**src/rtl/ysyx_23060061_lsu.sv**
```systemverilog
// ysyx_23060061_lsu: load/store unit between the core and a simple
// valid/ready memory bus. It holds one request at a time: IDLE -> REQ -> (WAIT) -> RESP.
// Optional feature macro: YSYX_23060061_MISALIGN_CHECK_EN. When it is defined,
// misaligned halfword/word accesses skip the bus and respond at once with misalign=1.
module ysyx_23060061_lsu (
  input  logic        clk,
  input  logic        rst_n,
  input  logic        req_valid,
  output logic        req_ready,
  input  logic [1:0]  MemRW,
  input  logic [2:0]  funct3,
  input  logic [31:0] addr,
  input  logic [31:0] wdata,
  output logic        resp_valid,
  input  logic        resp_ready,
  output logic [31:0] rdata,
  output logic        mem_req_valid,
  input  logic        mem_req_ready,
  output logic        mem_we,
  output logic [31:0] mem_addr,
  output logic [31:0] mem_wdata,
  output logic [3:0]  mem_wmask,
  input  logic        mem_rvalid,
  input  logic [31:0] mem_rdata,
  output logic        misalign
);

  typedef enum logic [1:0] {S_IDLE, S_REQ, S_WAIT, S_RESP} state_t;

  state_t      r_state;
  state_t      w_next;
  logic [31:0] r_addr;
  logic [2:0]  r_funct3;
  logic [31:0] r_wdata;
  logic        r_we;
  logic [31:0] r_rdata;
  logic        w_accept;
  logic        w_we_in;
  logic        w_mis_in;

  // Pick the addressed byte/halfword out of the bus word and extend it.
  function automatic logic [31:0] f_load_ext(input logic [2:0] f3, input logic [1:0] off,
                                             input logic [31:0] word);
    logic [31:0] sh;
    logic [7:0]  b;
    logic [15:0] h;
    sh = word >> {off, 3'b000};
    b  = sh[7:0];
    h  = off[1] ? word[31:16] : word[15:0];
    case (f3)
      3'b000:  f_load_ext = {{24{b[7]}}, b};
      3'b100:  f_load_ext = {24'd0, b};
      3'b001:  f_load_ext = {{16{h[15]}}, h};
      3'b101:  f_load_ext = {16'd0, h};
      default: f_load_ext = word;
    endcase
  endfunction

  // Byte strobes for a store; unknown sizes are treated as full-word stores.
  function automatic logic [3:0] f_store_mask(input logic [2:0] f3, input logic [1:0] off);
    case (f3)
      3'b000:  f_store_mask = 4'b0001 << off;
      3'b001:  f_store_mask = off[1] ? 4'b1100 : 4'b0011;
      default: f_store_mask = 4'b1111;
    endcase
  endfunction

  // Replicate narrow store data across lanes so the mask alone selects the target.
  function automatic logic [31:0] f_store_data(input logic [2:0] f3, input logic [31:0] wd);
    case (f3)
      3'b000:  f_store_data = {4{wd[7:0]}};
      3'b001:  f_store_data = {2{wd[15:0]}};
      default: f_store_data = wd;
    endcase
  endfunction

`ifdef YSYX_23060061_MISALIGN_CHECK_EN
  logic r_misalign;

  // Halfwords must be 2-byte aligned, words 4-byte aligned; bytes never misalign.
  function automatic logic f_misaligned(input logic we, input logic [2:0] f3,
                                        input logic [1:0] off);
    if (f3 == 3'b001 || (!we && f3 == 3'b101))
      f_misaligned = off[0];
    else if (f3 == 3'b000 || (!we && f3 == 3'b100))
      f_misaligned = 1'b0;
    else
      f_misaligned = (off != 2'b00);
  endfunction

  assign w_mis_in = f_misaligned(w_we_in, funct3, addr[1:0]);
  assign misalign = r_misalign;

  // Misalign flag is captured with the request and held through RESP.
  always_ff @(posedge clk or negedge rst_n) begin
    if (!rst_n)        r_misalign <= 1'b0;
    else if (w_accept) r_misalign <= w_mis_in;
  end
`else
  assign w_mis_in = 1'b0;
  assign misalign = 1'b0;
`endif

  assign w_we_in  = (MemRW == 2'b01);
  assign w_accept = (r_state == S_IDLE) && req_valid && (MemRW == 2'b10 || MemRW == 2'b01);

  // State register.
  always_ff @(posedge clk or negedge rst_n) begin
    if (!rst_n) r_state <= S_IDLE;
    else        r_state <= w_next;
  end

  // Next-state logic: writes skip WAIT; stray mem_rvalid outside WAIT is ignored.
  always_comb begin
    w_next = r_state;
    case (r_state)
      S_IDLE:  if (w_accept)      w_next = w_mis_in ? S_RESP : S_REQ;
      S_REQ:   if (mem_req_ready) w_next = r_we ? S_RESP : S_WAIT;
      S_WAIT:  if (mem_rvalid)    w_next = S_RESP;
      S_RESP:  if (resp_ready)    w_next = S_IDLE;
      default:                    w_next = S_IDLE;
    endcase
  end

  // Request fields latched on accept; load data captured when the bus returns it.
  always_ff @(posedge clk or negedge rst_n) begin
    if (!rst_n) begin
      r_addr   <= 32'd0;
      r_funct3 <= 3'd0;
      r_wdata  <= 32'd0;
      r_we     <= 1'b0;
      r_rdata  <= 32'd0;
    end else begin
      if (w_accept) begin
        r_addr   <= addr;
        r_funct3 <= funct3;
        r_wdata  <= wdata;
        r_we     <= w_we_in;
        r_rdata  <= 32'd0;
      end
      if (r_state == S_WAIT && mem_rvalid)
        r_rdata <= f_load_ext(r_funct3, r_addr[1:0], mem_rdata);
    end
  end

  // req_ready is gated by rst_n so it stays low while reset is held.
  assign req_ready     = rst_n && (r_state == S_IDLE);
  assign resp_valid    = (r_state == S_RESP);
  assign rdata         = r_rdata;
  assign mem_req_valid = (r_state == S_REQ);
  assign mem_we        = mem_req_valid && r_we;
  assign mem_addr      = {r_addr[31:2], 2'b00};
  assign mem_wdata     = f_store_data(r_funct3, r_wdata);
  assign mem_wmask     = mem_we ? f_store_mask(r_funct3, r_addr[1:0]) : 4'b0000;

endmodule

```
**config.mk**
```make
export PLATFORM = sky130hd
export DESIGN_NAME = ysyx_23060061_lsu
export DESIGN_NICKNAME = d
export VERILOG_FILES = /design/src/rtl/ysyx_23060061_lsu.sv
export SDC_FILE = /design/constraint.sdc
export NUM_CORES = 1
export LEC_CHECK = 0
export ABC_AREA = 0
export BUFFER_PORTS_ARGS = -buffer_cell sky130_fd_sc_hd__buf_2
export CORE_UTILIZATION = 40
export CTS_CLUSTER_DIAMETER = 80
export CTS_CLUSTER_SIZE = 10
export DETAILED_ROUTE_END_ITERATION = 10
export PLACE_DENSITY = 0.7
export SLEW_MARGIN = 0
export SYNTH_ARGS = -nofsm -noshare
export SYNTH_HDL_FRONTEND = slang
export SYNTH_SLANG_ARGS = --single-unit
```
**constraint.sdc**
```tcl
create_clock -name clk -period 1.7 [get_ports clk]
set_input_delay 0.17 -clock clk [delete_from_list [all_inputs] [get_ports clk]]
set_output_delay 0.17 -clock clk [all_outputs]
set_load 0.03 [all_outputs]
```
==> impl_metrics.toml, run 1 <==
[die]
core_area_mm2 = 0.0126
die_w_um = 116
die_h_um = 116
start_util = 0.410
dieArea_mm2 = 0.0134
io_pins = 212
rows = 41

[synth]
synth.distinct_cells = 37
synth_warnings = 0
ys_seq_area_frac = 0.493
netlist_area_mm2 = 0.00518
synth_top_flop_cell = "dfrtp_1"
synth_edf_count = 0
syn_area_per_cell_um2 = 12.0
synthCells = 430
synthArstFlopShare = 1.00
ys_ff_latch = 102

[setup_path]
worstPathMaxFanout = 5
critPathKind = "flip-flop to primary output"
cp-end-kind = "primary output"
worstPathRequired_ns = 1.53
crit_arrival_ns = 1.75
cp-start-kind = "flip-flop"

[status]
violations = "negative setup slack"
outcome = "finished with violations"

[pwr]
vdd_drop_max_uv = 1400
p_leak_nw = 3.63
powerDensity_mw_per_mm2 = 2350
power_w = 0.0173

[cts]
ctsRootBufferMaster = "clkbuf_16"
clock-sinks = 102
cts_max_level = 3
cts_tree = "yes"
cts.clk_slew.worst_paths_ns = 0.07
clock_latency_ns = 0.36
cts_buffer_depth = 2
cts_buffers = 9

[timing]
hold_viol = 0
whs_ns = 0.0375
post-route-period-util = 1.13
worst_slack_ns = -0.224
min_period_ns = 1.92
max-slew-margin-rel = 0.621
setup_tns_ns = -5.58
max_freq_mhz = 520
slew_violations = 0
tightest_slew_ns = 0.568
rsz0062_at_grt = "yes"
setup_viol = 51
fin_worst_skew_ns = 0.00987

[finish]
diodes = 0
utilization = 0.584
layout_commonest_cell = "buf_2"
syn2layout_area_growth_pct = 42.5
final_nets = 738
final_layout_size_suffix_gt1_frac = 0.654
layout_common_cells = "buf_2 (178), dfrtp_1 (97), mux2_2 (71), buf_6 (42), a221o_1 (20)"

[global_route]
grt_max_degree = 103
track_usage = 0.211
grt-ovfl-total = 0
grt_first_pass_wirelength_mm = 21.2
antenna_found_initial = 0
grt_pass1_vias = 4136

[drt]
wire_per_inst_um = 18.3
drtPass1Iterations = 5
vias_per_cell = 5.18
wl_mm = 14.7
vias = 4151
route.detailed.drc = 0
drtIter0Drc = 186
ant_nets = 0

[run]
drv_cap = 0

[place]
portBuffers = 208
dp.final_hpwl_mm = 9.61
gp_congestion = 0.825

[min_path]
hold_class = "input port to flip-flop"
==> worst paths after layout <==
path / from / endpoint / slack [ns] / depth (start not counted)
setup reg to reg: r_addr[1] / rdata[15] / -0.08 / 4
hold reg to reg: rdata[12] / rdata[12] / 0.49 / 1
min in group asynchronous: rst_n / r_addr[23] / 0.42 / 3
hold / removal: addr[19] / r_addr[19] / 0.04 / 2
setup / recovery: r_funct3[2] / mem_wdata[17] / -0.22 / 6
max in group asynchronous: rst_n / r_wdata[10] / 0.82 / 3
==> synth_stat cells, types with 2 or more instances <==
cell	n	share of area
nor2b_1	3	0.0036
buf_6	3	0.0065
and2_1	2	0.0024
nand2_1	20	0.015
ha_1	6	0.015
clkbuf_1	16	0.012
nor3_1	4	0.0039
inv_1	14	0.010
mux4_2	4	0.017
mux2_2	89	0.19
a221oi_1	5	0.0085
a221o_1	20	0.039
mux2i_1	8	0.015
o221ai_1	4	0.0068
a21o_1	5	0.0073
dfrtp_1	102	0.49
nor2_1	12	0.0087
buf_1	5	0.0036
buf_2	4	0.0039
o22ai_1	4	0.0048
or4b_2	3	0.0058
a21oi_1	17	0.016
o21ai_0	14	0.014
nand2b_1	10	0.012
buf_4	41	0.059
a32o_1	3	0.0058
a21oi_2	2	0.0034
==> report_power, final <==
group | leakage (nW) | internal [W] | total (W) | switching (W)
Clock | 0.149 | 0.00119 | 0.00215 | 0.000960
Combinational | 2.23 | 0.00479 | 0.0107 | 0.00590
Sequential | 1.25 | 0.00361 | 0.00449 | 0.000883
Total | 3.63 | 0.00960 | 0.0173 | 0.00774
==> per-stage QoR <==
| step | instance area, um^2 | instances | setup WS, ns |
|---|---|---|---|
| after global placement | 6280 | 762 | -0.0973 |
| after detailed placement | 6280 | 762 | -0.177 |
| after global routing | 7380 | 802 | -0.263 |
| after floorplan | 5250 | 432 | -0.0728 |
| final | 7380 | 802 | -0.224 |
| after CTS | 7090 | 798 | -0.248 |
==> area by class of cell <==
cell class,instances,area (um^2)
fillers,1068,5240
flip-flops and latches,102,2560
multi-input cells,248,2500
repair buffers,250,1730
clock buffers,10,239
well taps,172,215
clock inverters,6,68.8
inverters,14,55.1
==> state kept, by name (all words and copies together) (netlist names) <==
register,count
r_wdata,32
r_funct3,3
rdata,32
r_addr,32
r_state,2
r_we,1
==> timing repair <==
item / 4_1_cts / 5_1_grt
setup buffers: 16 / 5
pin swaps: 3 / 13
hold buffers: 1 / 0
endpoints found under the setup margin: 126 / 65
resized for setup: 91 / 71
cloned: 3 / 1
endpoints found under the hold margin: 102 / 0
==> metal layers <==
layer | part of all wire | track usage
met2 | 0.51 | 0.364
met4 | 0.019 | 0.0906
met5 | 0 | 0
met1 | 0.39 | 0.246
met3 | 0.086 | 0.0581
==> worst max-delay path: stages (launching register included) <==
cell	delay [ns]
dfrtp_2	0.44
buf_6	0.13
nor2_4	0.11
buf_12	0.14
buf_12	0.13
mux2_4	0.31
buf_6	0.14
==> kinds of logic (layout without fill, tap and decap cells) <==
| logic type | after synthesis | after routing | share of synthesized area |
|---|---|---|---|
| muxes | 101 | 101 | 0.226 |
| buffers and inverters | 83 | 280 | 0.0952 |
| DFF | 102 | 102 | 0.493 |
| and+or+nand+nor | 61 | 61 | 0.0621 |
| adders and majority gates | 6 | 6 | 0.0145 |
| AOI/OAI and AO/OA | 76 | 77 | 0.108 |
| other | 1 | 3 | 0.000724 |
No activity file was read; power rests on OpenSTA's default activity.
==> inputs of run 2 (changes only) <==
--- a/config.mk
+++ b/config.mk
@@ -5,13 +5,13 @@
 export SDC_FILE = /design/constraint.sdc
 export NUM_CORES = 1
 export LEC_CHECK = 0
-export ABC_AREA = 0
+export ABC_AREA = 1
 export BUFFER_PORTS_ARGS = -buffer_cell sky130_fd_sc_hd__buf_2
 export CORE_UTILIZATION = 40
 export CTS_CLUSTER_DIAMETER = 80
 export CTS_CLUSTER_SIZE = 10
 export DETAILED_ROUTE_END_ITERATION = 10
-export PLACE_DENSITY = 0.7
+export PLACE_DENSITY = 0.69
 export SLEW_MARGIN = 0
 export SYNTH_ARGS = -nofsm -noshare
 export SYNTH_HDL_FRONTEND = slang
==> impl_metrics.toml, run 2 <==
[status]
outcome = "finished with violations"
violations = "negative setup slack"

[finish]
multi_input_area_mm2 = 0.00243
layout_common_cells = "nand2_1 (376), buf_2 (185), dfrtp_1 (100), inv_1 (56), buf_4 (39)"
regArea_mm2 = 0.00255
nFillCells = 1328
final_area_mm2 = 0.00736
layout.cells.non_filler = 1144
final_nets = 1074
syn2layout_area_growth_pct = 33.4
final_layout_size_suffix_gt1_frac = 0.323
layout_commonest_cell = "nand2_1"

[global_route]
track_usage = 0.228
grt_first_pass_wirelength_mm = 25.4
grt_pass1_vias = 5089
grtUsageMet3 = 0.0666
grt.busiest_layer = "met2"
grt_max_degree = 103
grt_util_met2 = 0.372
use_met1 = 0.292
grt-ovfl-total = 0
antenna_found_initial = 1

[timing]
min_period_ns = 1.86
post-route-period-util = 1.10
max_freq_mhz = 536
fin_worst_skew_ns = 0.00951
slew_violations = 0
hold_viol = 0
whs_ns = 0.00775
max-slew-margin-rel = 0.615
setup_tns_ns = -3.28
rsz0062_at_grt = "yes"
worst_slack_ns = -0.164
setup_viol = 28
tightest_slew_ns = 0.578

[place]
portBuffers = 208
dp.final_hpwl_mm = 11.4
dp.cells = 1113
gp_congestion = 0.868
placed_area_mm2 = 0.00660

[cts]
cts_max_level = 3
ctsRootBufferMaster = "clkbuf_16"
cts.clk_slew.worst_paths_ns = 0.08
clock_latency_ns = 0.35
cts_tree = "yes"
cts_buffers = 9
cts_buffer_depth = 2
clock-sinks = 102

[die]
die_h_um = 119
start_util = 0.414
io_pins = 212
die_w_um = 119
core_area_mm2 = 0.0133
rows = 42
dieArea_mm2 = 0.0143

[drt]
vias = 5419
wl_mm = 16.1
drtPass1Iterations = 5
drtIter0Drc = 239
route.detailed.drc = 0
wire_per_inst_um = 14.0
ant_nets = 0
vias_per_cell = 4.74

[synth]
syn_area_per_cell_um2 = 7.10
synth_warnings = 0
netlist_area_mm2 = 0.00552
synth_edf_count = 0
ys_ff_latch = 102
synth_top_flop_cell = "dfrtp_1"
synthCells = 777
synth_most_common_cell = "nand2_1"
synth_top_cell_by_area = "dfrtp_1"
synth_common_cells = "nand2_1 (382), dfrtp_1 (102), inv_1 (64)"
synth.distinct_cells = 24
synth.area.top_cells = "dfrtp_1 (46%), nand2_1 (26%), buf_4 (5.6%)"
synth_top_area_share = 0.462
synthArstFlopShare = 1.00
ys_seq_area_frac = 0.462

[setup_path]
path_buf_inv = 3
critPathKind = "flip-flop to primary output"
cp-start-kind = "flip-flop"
worstPathRequired_ns = 1.53
crit_slowest_cell = "dfrtp_2"
worstPathMaxFanout = 11
critPathTopFamily = "buffers and inverters"
crit_path_max_incr_delay_ns = 0.45
crit_arrival_ns = 1.69
cp-end-kind = "primary output"
crit_chain = "inv_2 -> nand3_4 -> bufbuf_16 -> nand3_1 -> nand2_1 -> buf_2"

[pwr]
powerDensity_mw_per_mm2 = 2210
power_w = 0.0163
vdd_drop_max_uv = 1780
p_leak_nw = 4.30

[min_path]
hold_class = "input port to flip-flop"

[run]
drv_cap = 0
[run 2: cell count changes after synthesis, moves of 8 or more]
cell,before,now
nand2b_1,10,0
a21oi_1,17,31
o21ai_0,14,42
inv_1,14,64
nand3_1,0,36
mux2_2,89,0
nor2_1,12,22
clkbuf_1,16,26
nand2_1,20,382
mux2i_1,8,0
a221o_1,20,0
[run 2: what timing repair did]
action                                 4_1_cts  5_1_grt
pin swaps                                    3        5
endpoints found under the hold margin      103        0
gates cloned                                 2        0
setup endpoints to repair                   29       56
resized for setup                           71       36
hold buffers                                 2        0
setup buffers                                2        7
[run 2: report_power, final]
part | internal [W] | switching (W)
clock | 0.00121 | 0.000960
combinational | 0.00344 | 0.00651
sequential | 0.00349 | 0.000685
[run 2: cells by family (layout without fill, tap and decap cells)]
family          after synthesis  in the layout  synth area share
simple gates                446            446             0.321
other cells                   1              5          0.000679
compound gates               77             77            0.0707
buf+inv                     145            332             0.131
fa+ha+maj                     6              6            0.0136
flops                       102            102             0.462
[run 2: path summary, 6_finish.rpt]
check	from	end	slack, ns	cells after the start
worst max-delay path	r_funct3[1]	mem_wdata[27]	-0.16	6
worst min-delay path	addr[17]	r_addr[17]	0.008	3
worst max register to register	r_funct3[1]	rdata[19]	0.14	9
worst min register to register	rdata[17]	rdata[17]	0.47	2
max in group asynchronous	rst_n	r_funct3[1]	0.77	3
min in group asynchronous	rst_n	r_state[0]	0.46	3
[run 2: worst reg2reg max path: stages, from the launching register on]
cell	delay, ns
dfrtp_2	0.45
inv_2	0.10
nand3_4	0.15
buf_6	0.18
buf_4	0.12
nor2_1	0.09
nor2_1	0.07
nand2_4	0.18
nand2_1	0.08
nand2_1	0.07
[run 2: layout make-up]
type / instances / area share
clock inverters: 6 / 0.0102
flip-flops and latches: 102 / 0.347
multi-input cells: 532 / 0.330
diodes: 2 / 0.000680
clock buffers: 10 / 0.0325
inverters: 67 / 0.0359
repair buffers: 249 / 0.214
well taps: 176 / 0.0299
[run 2: per-layer routing]
layer,routed length [um],part of all wire
met4,225,0.014
met1,6730,0.42
met2,7630,0.48
met3,1470,0.092
met5,0,0
[run 2: stage by stage]
step	setup WS, ns	util
2_1_floorplan	-0.0407	-
3_3_place_gp	0.0728	0.495
3_5_place_dp	0.0553	0.495
4_1_cts	-0.143	0.536
5_1_grt	-0.241	0.551
6_report	-0.164	0.552
